**config.mk**
```make
export PLATFORM = sky130hd
export DESIGN_NAME = clk_div_ctrl
export DESIGN_NICKNAME = d
export VERILOG_FILES = /design/src/rtl/clk_div_pkg.sv /design/src/rtl/clk_div_core.sv /design/src/rtl/clk_div_ctrl.sv
export SDC_FILE = /design/constraint.sdc
export NUM_CORES = 1
export LEC_CHECK = 0
export ABC_AREA = 1
export ABC_CLOCK_PERIOD_IN_PS = 8240
export BUFFER_PORTS_ARGS = -buffer_cell sky130_fd_sc_hd__buf_2
export CAP_MARGIN = 15
export CORE_MARGIN = 1
export CORE_UTILIZATION = 60
export DETAILED_ROUTE_END_ITERATION = 16
export PLACE_DENSITY_LB_ADDON = 0.3
export SYNTH_ARGS = -nofsm -noshare
export SYNTH_HDL_FRONTEND = slang
export SYNTH_SLANG_ARGS = --single-unit
```
**constraint.sdc**
```tcl
create_clock -name i_clk -period 8.24 [get_ports i_clk]
set_clock_uncertainty 0.05 [all_clocks]
set_input_delay 1.236 -clock i_clk [delete_from_list [all_inputs] [get_ports i_clk]]
set_output_delay 1.236 -clock i_clk [all_outputs]
set_load 0.02 [all_outputs]
```
**src/rtl/clk_div_pkg.sv**
```systemverilog
// Shared types and constants for the run-time clock-divider controller.
package clk_div_pkg;

  // Controller states: stopped, counting, counting with a queued request.
  typedef enum logic [1:0] {
    ST_OFF  = 2'd0,
    ST_RUN  = 2'd1,
    ST_PEND = 2'd2
  } state_t;

  // Smallest divide ratio that produces a real clock.
  localparam int unsigned DIV_MIN = 2;

endpackage

```
**src/rtl/clk_div_core.sv**
```systemverilog
// Divide counter and clk_out flop. The counter wraps at i_div-1. clk_out is
// loaded from the next-cycle counter and ratio, so it lines up with cnt.
module clk_div_core #(
  parameter int CNT_W = 8
) (
  input  logic             i_clk,
  input  logic             i_rst,
  input  logic             i_load,     // force cnt to 0 next cycle
  input  logic             i_run,      // counting this cycle
  input  logic [CNT_W-1:0] i_div,      // ratio in effect this cycle
  input  logic             i_out_en,   // divider running next cycle
  input  logic [CNT_W-1:0] i_out_div,  // ratio in effect next cycle
  output logic             o_wrap,
  output logic             o_first,
  output logic             o_clk_out
);

  localparam logic [CNT_W-1:0] ONE_C  = {{(CNT_W-1){1'b0}}, 1'b1};
  localparam logic [CNT_W:0]   ONE_XC = {{CNT_W{1'b0}}, 1'b1};

  logic [CNT_W-1:0] r_cnt;
  logic             r_clk_out;
  logic [CNT_W-1:0] w_cnt_nxt;
  logic [CNT_W:0]   w_low_len;
  logic             w_wrap;

  // cur_div is never below 2, so i_div-1 cannot underflow.
  assign w_wrap    = (r_cnt == (i_div - ONE_C));
  // Length of the low phase, ceil(N/2), one bit wider so N=2^CNT_W-1 fits.
  assign w_low_len = ({1'b0, i_out_div} + ONE_XC) >> 1;

  // Next counter value: load, count with wrap, or hold while stopped.
  always_comb begin
    w_cnt_nxt = r_cnt;
    if (i_load) begin
      w_cnt_nxt = '0;
    end else if (i_run) begin
      if (w_wrap) begin
        w_cnt_nxt = '0;
      end else begin
        w_cnt_nxt = r_cnt + ONE_C;
      end
    end else begin
      w_cnt_nxt = r_cnt;
    end
  end

  // Counter and divided-clock flops.
  always_ff @(posedge i_clk) begin
    if (i_rst) begin
      r_cnt     <= '0;
      r_clk_out <= 1'b0;
    end else begin
      r_cnt     <= w_cnt_nxt;
      r_clk_out <= i_out_en && ({1'b0, w_cnt_nxt} >= w_low_len);
    end
  end

  assign o_wrap    = w_wrap;
  assign o_first   = (r_cnt == '0);
  assign o_clk_out = r_clk_out;

endmodule

```
**src/rtl/clk_div_ctrl.sv**
```systemverilog
// Run-time controller for the integer clock divider. It takes ratio and enable
// requests over valid/ready. Ratio changes and stops take effect only at a
// period boundary, so clk_out never emits a runt pulse.
module clk_div_ctrl
  import clk_div_pkg::*;
#(
  parameter int CNT_W     = 8,
  parameter int DIV_RESET = 4
) (
  input  logic             i_clk,
  input  logic             i_rst,
  input  logic             i_cfg_valid,
  output logic             o_cfg_ready,
  input  logic [CNT_W-1:0] i_cfg_div,
  input  logic             i_cfg_en,
  output logic             o_cfg_err,
  output logic             o_clk_out,
  output logic             o_period_start,
  output logic [CNT_W-1:0] o_cur_div,
  output logic             o_active
);

  localparam logic [CNT_W-1:0] DIV_MIN_C   = CNT_W'(DIV_MIN);
  localparam logic [CNT_W-1:0] DIV_RESET_C = CNT_W'(DIV_RESET);

  state_t           r_state;
  logic [CNT_W-1:0] r_cur_div;
  logic [CNT_W-1:0] r_pend_div;
  logic             r_pend_en;
  logic             r_cfg_ready;
  logic             r_cfg_err;
  logic             r_active;

  logic             w_xfer;
  logic             w_bad;
  logic             w_start;
  logic             w_reject;
  logic             w_latch;
  logic             w_swap;
  logic             w_stop;
  logic             w_run_nxt;
  logic [CNT_W-1:0] w_div_nxt;
  logic             w_core_wrap;
  logic             w_core_first;
  logic             w_core_clk;

  assign w_xfer = i_cfg_valid && r_cfg_ready;
  assign w_bad  = i_cfg_en && (i_cfg_div < DIV_MIN_C);

  // Decide this cycle's transition events and the next-cycle run/ratio view.
  always_comb begin
    w_start   = 1'b0;
    w_reject  = 1'b0;
    w_latch   = 1'b0;
    w_swap    = 1'b0;
    w_stop    = 1'b0;
    w_run_nxt = 1'b0;
    w_div_nxt = r_cur_div;
    case (r_state)
      ST_OFF: begin
        w_reject = w_xfer && w_bad;
        if (w_xfer && i_cfg_en && !w_bad) begin
          w_start   = 1'b1;
          w_run_nxt = 1'b1;
          w_div_nxt = i_cfg_div;
        end else begin
          w_run_nxt = 1'b0;
        end
      end
      ST_RUN: begin
        w_run_nxt = 1'b1;
        w_reject  = w_xfer && w_bad;
        if (w_xfer && !w_bad) begin
          w_latch = 1'b1;
        end else begin
          w_latch = 1'b0;
        end
      end
      ST_PEND: begin
        if (w_core_wrap) begin
          if (r_pend_en) begin
            w_swap    = 1'b1;
            w_run_nxt = 1'b1;
            w_div_nxt = r_pend_div;
          end else begin
            w_stop    = 1'b1;
            w_run_nxt = 1'b0;
          end
        end else begin
          w_run_nxt = 1'b1;
        end
      end
      default: begin
        w_run_nxt = 1'b0;
      end
    endcase
  end

  // Controller FSM with handshake, pending request and registered status.
  always_ff @(posedge i_clk) begin
    if (i_rst) begin
      r_state     <= ST_OFF;
      r_cur_div   <= DIV_RESET_C;
      r_pend_div  <= DIV_RESET_C;
      r_pend_en   <= 1'b0;
      r_cfg_ready <= 1'b1;
      r_cfg_err   <= 1'b0;
      r_active    <= 1'b0;
    end else begin
      r_cfg_err <= w_reject;
      r_active  <= w_run_nxt;
      r_cur_div <= w_div_nxt;
      case (r_state)
        ST_OFF: begin
          r_cfg_ready <= 1'b1;
          if (w_start) begin
            r_state <= ST_RUN;
          end else begin
            r_state <= ST_OFF;
          end
        end
        ST_RUN: begin
          if (w_latch) begin
            r_pend_div  <= i_cfg_div;
            r_pend_en   <= i_cfg_en;
            r_state     <= ST_PEND;
            r_cfg_ready <= 1'b0;
          end else begin
            r_state     <= ST_RUN;
            r_cfg_ready <= 1'b1;
          end
        end
        ST_PEND: begin
          if (w_swap) begin
            r_state     <= ST_RUN;
            r_cfg_ready <= 1'b1;
          end else if (w_stop) begin
            r_state     <= ST_OFF;
            r_cfg_ready <= 1'b1;
          end else begin
            r_state     <= ST_PEND;
            r_cfg_ready <= 1'b0;
          end
        end
        default: begin
          r_state     <= ST_OFF;
          r_cfg_ready <= 1'b1;
        end
      endcase
    end
  end

  clk_div_core #(
    .CNT_W (CNT_W)
  ) u_core (
    .i_clk     (i_clk),
    .i_rst     (i_rst),
    .i_load    (w_start),
    .i_run     (r_state != ST_OFF),
    .i_div     (r_cur_div),
    .i_out_en  (w_run_nxt),
    .i_out_div (w_div_nxt),
    .o_wrap    (w_core_wrap),
    .o_first   (w_core_first),
    .o_clk_out (w_core_clk)
  );

  assign o_cfg_ready    = r_cfg_ready;
  assign o_cfg_err      = r_cfg_err;
  assign o_clk_out      = w_core_clk;
  assign o_period_start = r_active && w_core_first;
  assign o_cur_div      = r_cur_div;
  assign o_active       = r_active;

endmodule

```
==> results <==
- The number of routed nets with antenna violations is 0.
- Per report_power, the combinational group accounts for roughly a third of the total.
- The number of hold violations in the final report is 0.
- The final period utilization is 47.9%.
- The average footprint of a synthesized cell is 6.49 um^2.
- The worst setup path is captured at a register.
- The layout-stage area growth over the synthesis result is 10.5%.
- The smallest clock period supported by the final layout is computed as 3950 ps.
- Using the TritonRoute via totals, the vias-per-cell ratio works out to 5.55.
- For this configuration, the core starts out at a cell density of 64.0%.
- The data required time at the worst endpoint is 8380 ps.
- Clock latency on the worst-skew pair, taken at its later pin, is a little under 300 ps.
- The most used standard cell by instance count after synthesis is sky130_fd_sc_hd__nand2_1.
- Setup violations remaining at the end of the flow were counted as 0.
- The class of the most critical hold timing path is reg2reg.
- Once the clock tree was built, the resizer swapped 0 gates to a different size.
- The core outline area is 3770 um^2.
- The startpoint type of the worst setup path is an input pin.
- In the synthesized netlist the dominant register cell turns out to be sky130_fd_sc_hd__dfxtp_1.
- Wires add up to roughly 6000 um.
- The via count of the first global-routing pass is 2283.
- Net switching is 37.4% of the power.
- The worst slew slack as a fraction of its limit is about half.
- The commonest cells after synthesis are sky130_fd_sc_hd__nand2_1 (92), sky130_fd_sc_hd__inv_1 (44), sky130_fd_sc_hd__nor2_1 (42).
- 0 antenna diodes ended up in the layout.
- The number of I/O port buffers is 24.
- The buffer count from post-CTS setup fixing is 0.
- The floorplan step set the die width to 65.4 um.
- For this design, the CTS-stage hold fixing added 0 buffers.
- The instance area at placement is 2550 um^2.
- Ranked by total cell area, the synthesized netlist is headed by sky130_fd_sc_hd__dfxtp_1 (26%), sky130_fd_sc_hd__nand2_1 (14%), sky130_fd_sc_hd__ha_1 (8.3%), sky130_fd_sc_hd__inv_1 (6.8%), sky130_fd_sc_hd__nor2_1 (6.5%).
- Data on the critical path arrives at its endpoint at 4080 ps.
- The end-of-flow core utilization is around 71%.
- Setup repair after global routing left no endpoint under its margin.
- The first detailed-routing pass took 5 iterations.
- The run finished with clean final reports.
- The share of async-settable or async-resettable flops after synthesis is 0%.
- The final standard cell count with taps included and fillers excluded is 442.
- The number of nets handed over by synthesis was 400.
- The via count of the routed design is 2455.
- The TritonCTS buffer count is 5.
- The sequential group share of total power is approximately 35%.
- The synthesized netlist cell count is 372.
- The worst-case clock buffer depth is 2.
- The number of violations of the max-capacitance limit is 0.
- The summed negative setup slack over all endpoints is 0 ps.
- CTS built an H-tree with a depth of 2.
- The number of remaining DRC errors is 0.
- For this design the top-level I/O count stands at 25.
- Entering global routing, the biggest net connects 19 pins.
- Of the cells placed in the final design, the portion with a size suffix greater than 1 is 17.5%.
- The overflow left after global routing is 0.
- The area of the die is 4280 um^2.
- The share of synthesized area in the top cell type comes to 25.7%.
- Routability-driven placement finished with a final weighted congestion of 0.945.
- The global-route usage over all layers is 31.1%.
- In this run the clock root is driven by a sky130_fd_sc_hd__clkbuf_8.
- During synthesis, Yosys emitted a total of 0 warnings.
- The number of placement rows is 22.
- After synthesis, flip-flops and latches occupy 25.7% of the total area.
- The cell area after synthesis is about 2400 um^2.
- Derived from the worst setup path, the maximum achievable clock frequency is 253 MHz.
- The wire length of the first global-routing pass is 10300 um.
- In this run the worst path has a maximum fanout of 16.
- The power per unit of standard cell area is 187 nW/um^2.
- Of the total power, the clock network draws 32.0%.
- The register bit count reported by yosys is 31.
- Measured along the y axis, the die boundary spans between 60 and 70 um.
- The number of distinct library cells after synthesis is 37.
- The count of final max-slew check failures is 0.
- The clock drives 31 sinks.
- The CTS tree is built.
- The internal power summed over all cells is 312 uW.
- In the final routed layout, each cell accounts on average for 13.9 um.
- Of all cell types, the one taking the most synthesized area is sky130_fd_sc_hd__dfxtp_1.
- The number of antenna violations at the first check in global routing is 0.
- The post-layout net count is around 420.
- The critical path class is in2reg.
- Detailed placement finished with a half-perimeter wire length of 4590 um.
- The peak supply drop is 0.000172 V.
- The analysis attributes to net switching a power of 186 uW.
- With fillers left out, the area of the finished cells amounts to between 2000 and 3000 um^2.
- The detailed router finished its first iteration with 245 violations.
- After clock tree synthesis, the clock-pin slew on the worst setup and hold paths is 70 ps.
- The worst-margin pin slew is 722 ps.
- The number of enable flip-flop cells after synthesis is 0.
- After detailed placement, the design holds a cell count of 434.
- For this design the static power due to leakage is about 0.0013 uW.
[worst max-delay path, cell delays in order]
cell                       delay [ps]
sky130_fd_sc_hd__buf_2            110
sky130_fd_sc_hd__nor3_1           170
sky130_fd_sc_hd__nand4_1          160
sky130_fd_sc_hd__nand2_1          130
sky130_fd_sc_hd__inv_1            190
sky130_fd_sc_hd__nand2_1          100
sky130_fd_sc_hd__o21ai_0           80
sky130_fd_sc_hd__a21oi_1          160
sky130_fd_sc_hd__nand2_2           90
sky130_fd_sc_hd__nand2_1           80
sky130_fd_sc_hd__inv_1             50
sky130_fd_sc_hd__ha_1             270
sky130_fd_sc_hd__ha_1             280
sky130_fd_sc_hd__o21ai_0          160
sky130_fd_sc_hd__nand2_1           70
sky130_fd_sc_hd__a21oi_1          140
sky130_fd_sc_hd__o21bai_1          80
sky130_fd_sc_hd__a21oi_1          130
sky130_fd_sc_hd__o21bai_1          70
sky130_fd_sc_hd__a21oi_1          130
sky130_fd_sc_hd__nor2_1            50
sky130_fd_sc_hd__o21a_1           150
[power by group through the flow]
stage               Combinational [uW]  Sequential [uW]  Clock [uW]
global placement                   159              174           0
floorplan                          123              177           0
CTS                                166              171         156
detailed placement                 163              174           0
finish                             167              172         160
global route                       188              172         162
[placed cells by master (no fill, tap or decap), types with 4 or more instances in the layout]
cell	n
sky130_fd_sc_hd__nand2_2	13
sky130_fd_sc_hd__xor2_1	9
sky130_fd_sc_hd__clkbuf_8	6
sky130_fd_sc_hd__o21ai_0	24
sky130_fd_sc_hd__nor3_1	6
sky130_fd_sc_hd__a21oi_1	17
sky130_fd_sc_hd__nand2_1	92
sky130_fd_sc_hd__nor2_4	4
sky130_fd_sc_hd__nand3_1	26
sky130_fd_sc_hd__dfxtp_1	31
sky130_fd_sc_hd__ha_1	16
sky130_fd_sc_hd__nand4_1	6
sky130_fd_sc_hd__buf_2	24
sky130_fd_sc_hd__inv_1	44
sky130_fd_sc_hd__inv_2	5
sky130_fd_sc_hd__nor2_1	42
[cell families after synthesis]
group,Yosys count,share of synthesized area [%]
compound gates,52,12.3
mux,1,0.415
flops,31,25.7
buf+inv,59,9.44
fa+ha+maj,16,8.29
xor+xnor,11,4.30
simple gates,202,39.6
[stage by stage]
step           setup slack (ps)  hold slack [ps]  power, uW
2_1_floorplan              4370              379        300
3_3_place_gp               4140              391        333
3_5_place_dp               3990              401        337
4_1_cts                    4280              411        492
5_1_grt                    3910              442        522
6_report                   4290              412        498
[routing by layer]
layer	vias up	track usage [%]	routed length (um)
li1	1230	-	-
met1	1113	40.9	2690
met2	102	51.5	2860
met3	10	5.03	491
met4	0	10.1	102
met5	-	0	0
[sequential cells by signal, indices dropped and copies added, names as in the netlist]
| signal | count |
|---|---|
| o_active | 1 |
| o_cfg_err | 1 |
| o_cfg_ready | 1 |
| o_cur_div | 8 |
| r_pend_div | 8 |
| r_pend_en | 1 |
| r_state | 2 |
| u_core.o_clk_out | 1 |
| u_core.r_cnt | 8 |
[area by class of cell]
| cell class | instances | area, um^2 |
|---|---|---|
| multi-input combinational | 282 | 1570 |
| fill | 309 | 1100 |
| sequential | 31 | 621 |
| inverter | 49 | 184 |
| timing repair buffer | 24 | 120 |
| clock buffer | 6 | 82.6 |
| tap | 48 | 60.1 |
| clock inverter | 2 | 35.0 |
[final timing paths]
| kind | cells after the start | start | to | slack, ps |
|---|---|---|---|---|
| worst min register to register | 2 | r_pend_div[7] | r_pend_div[7] | 410 |
| worst max-delay path | 22 | i_cfg_div[1] | u_core.o_clk_out | 4290 |
| worst max register to register | 20 | r_state[0] | u_core.o_clk_out | 4400 |
| worst min-delay path | 2 | r_pend_div[7] | r_pend_div[7] | 410 |
Power figures use the tool's default switching activity.
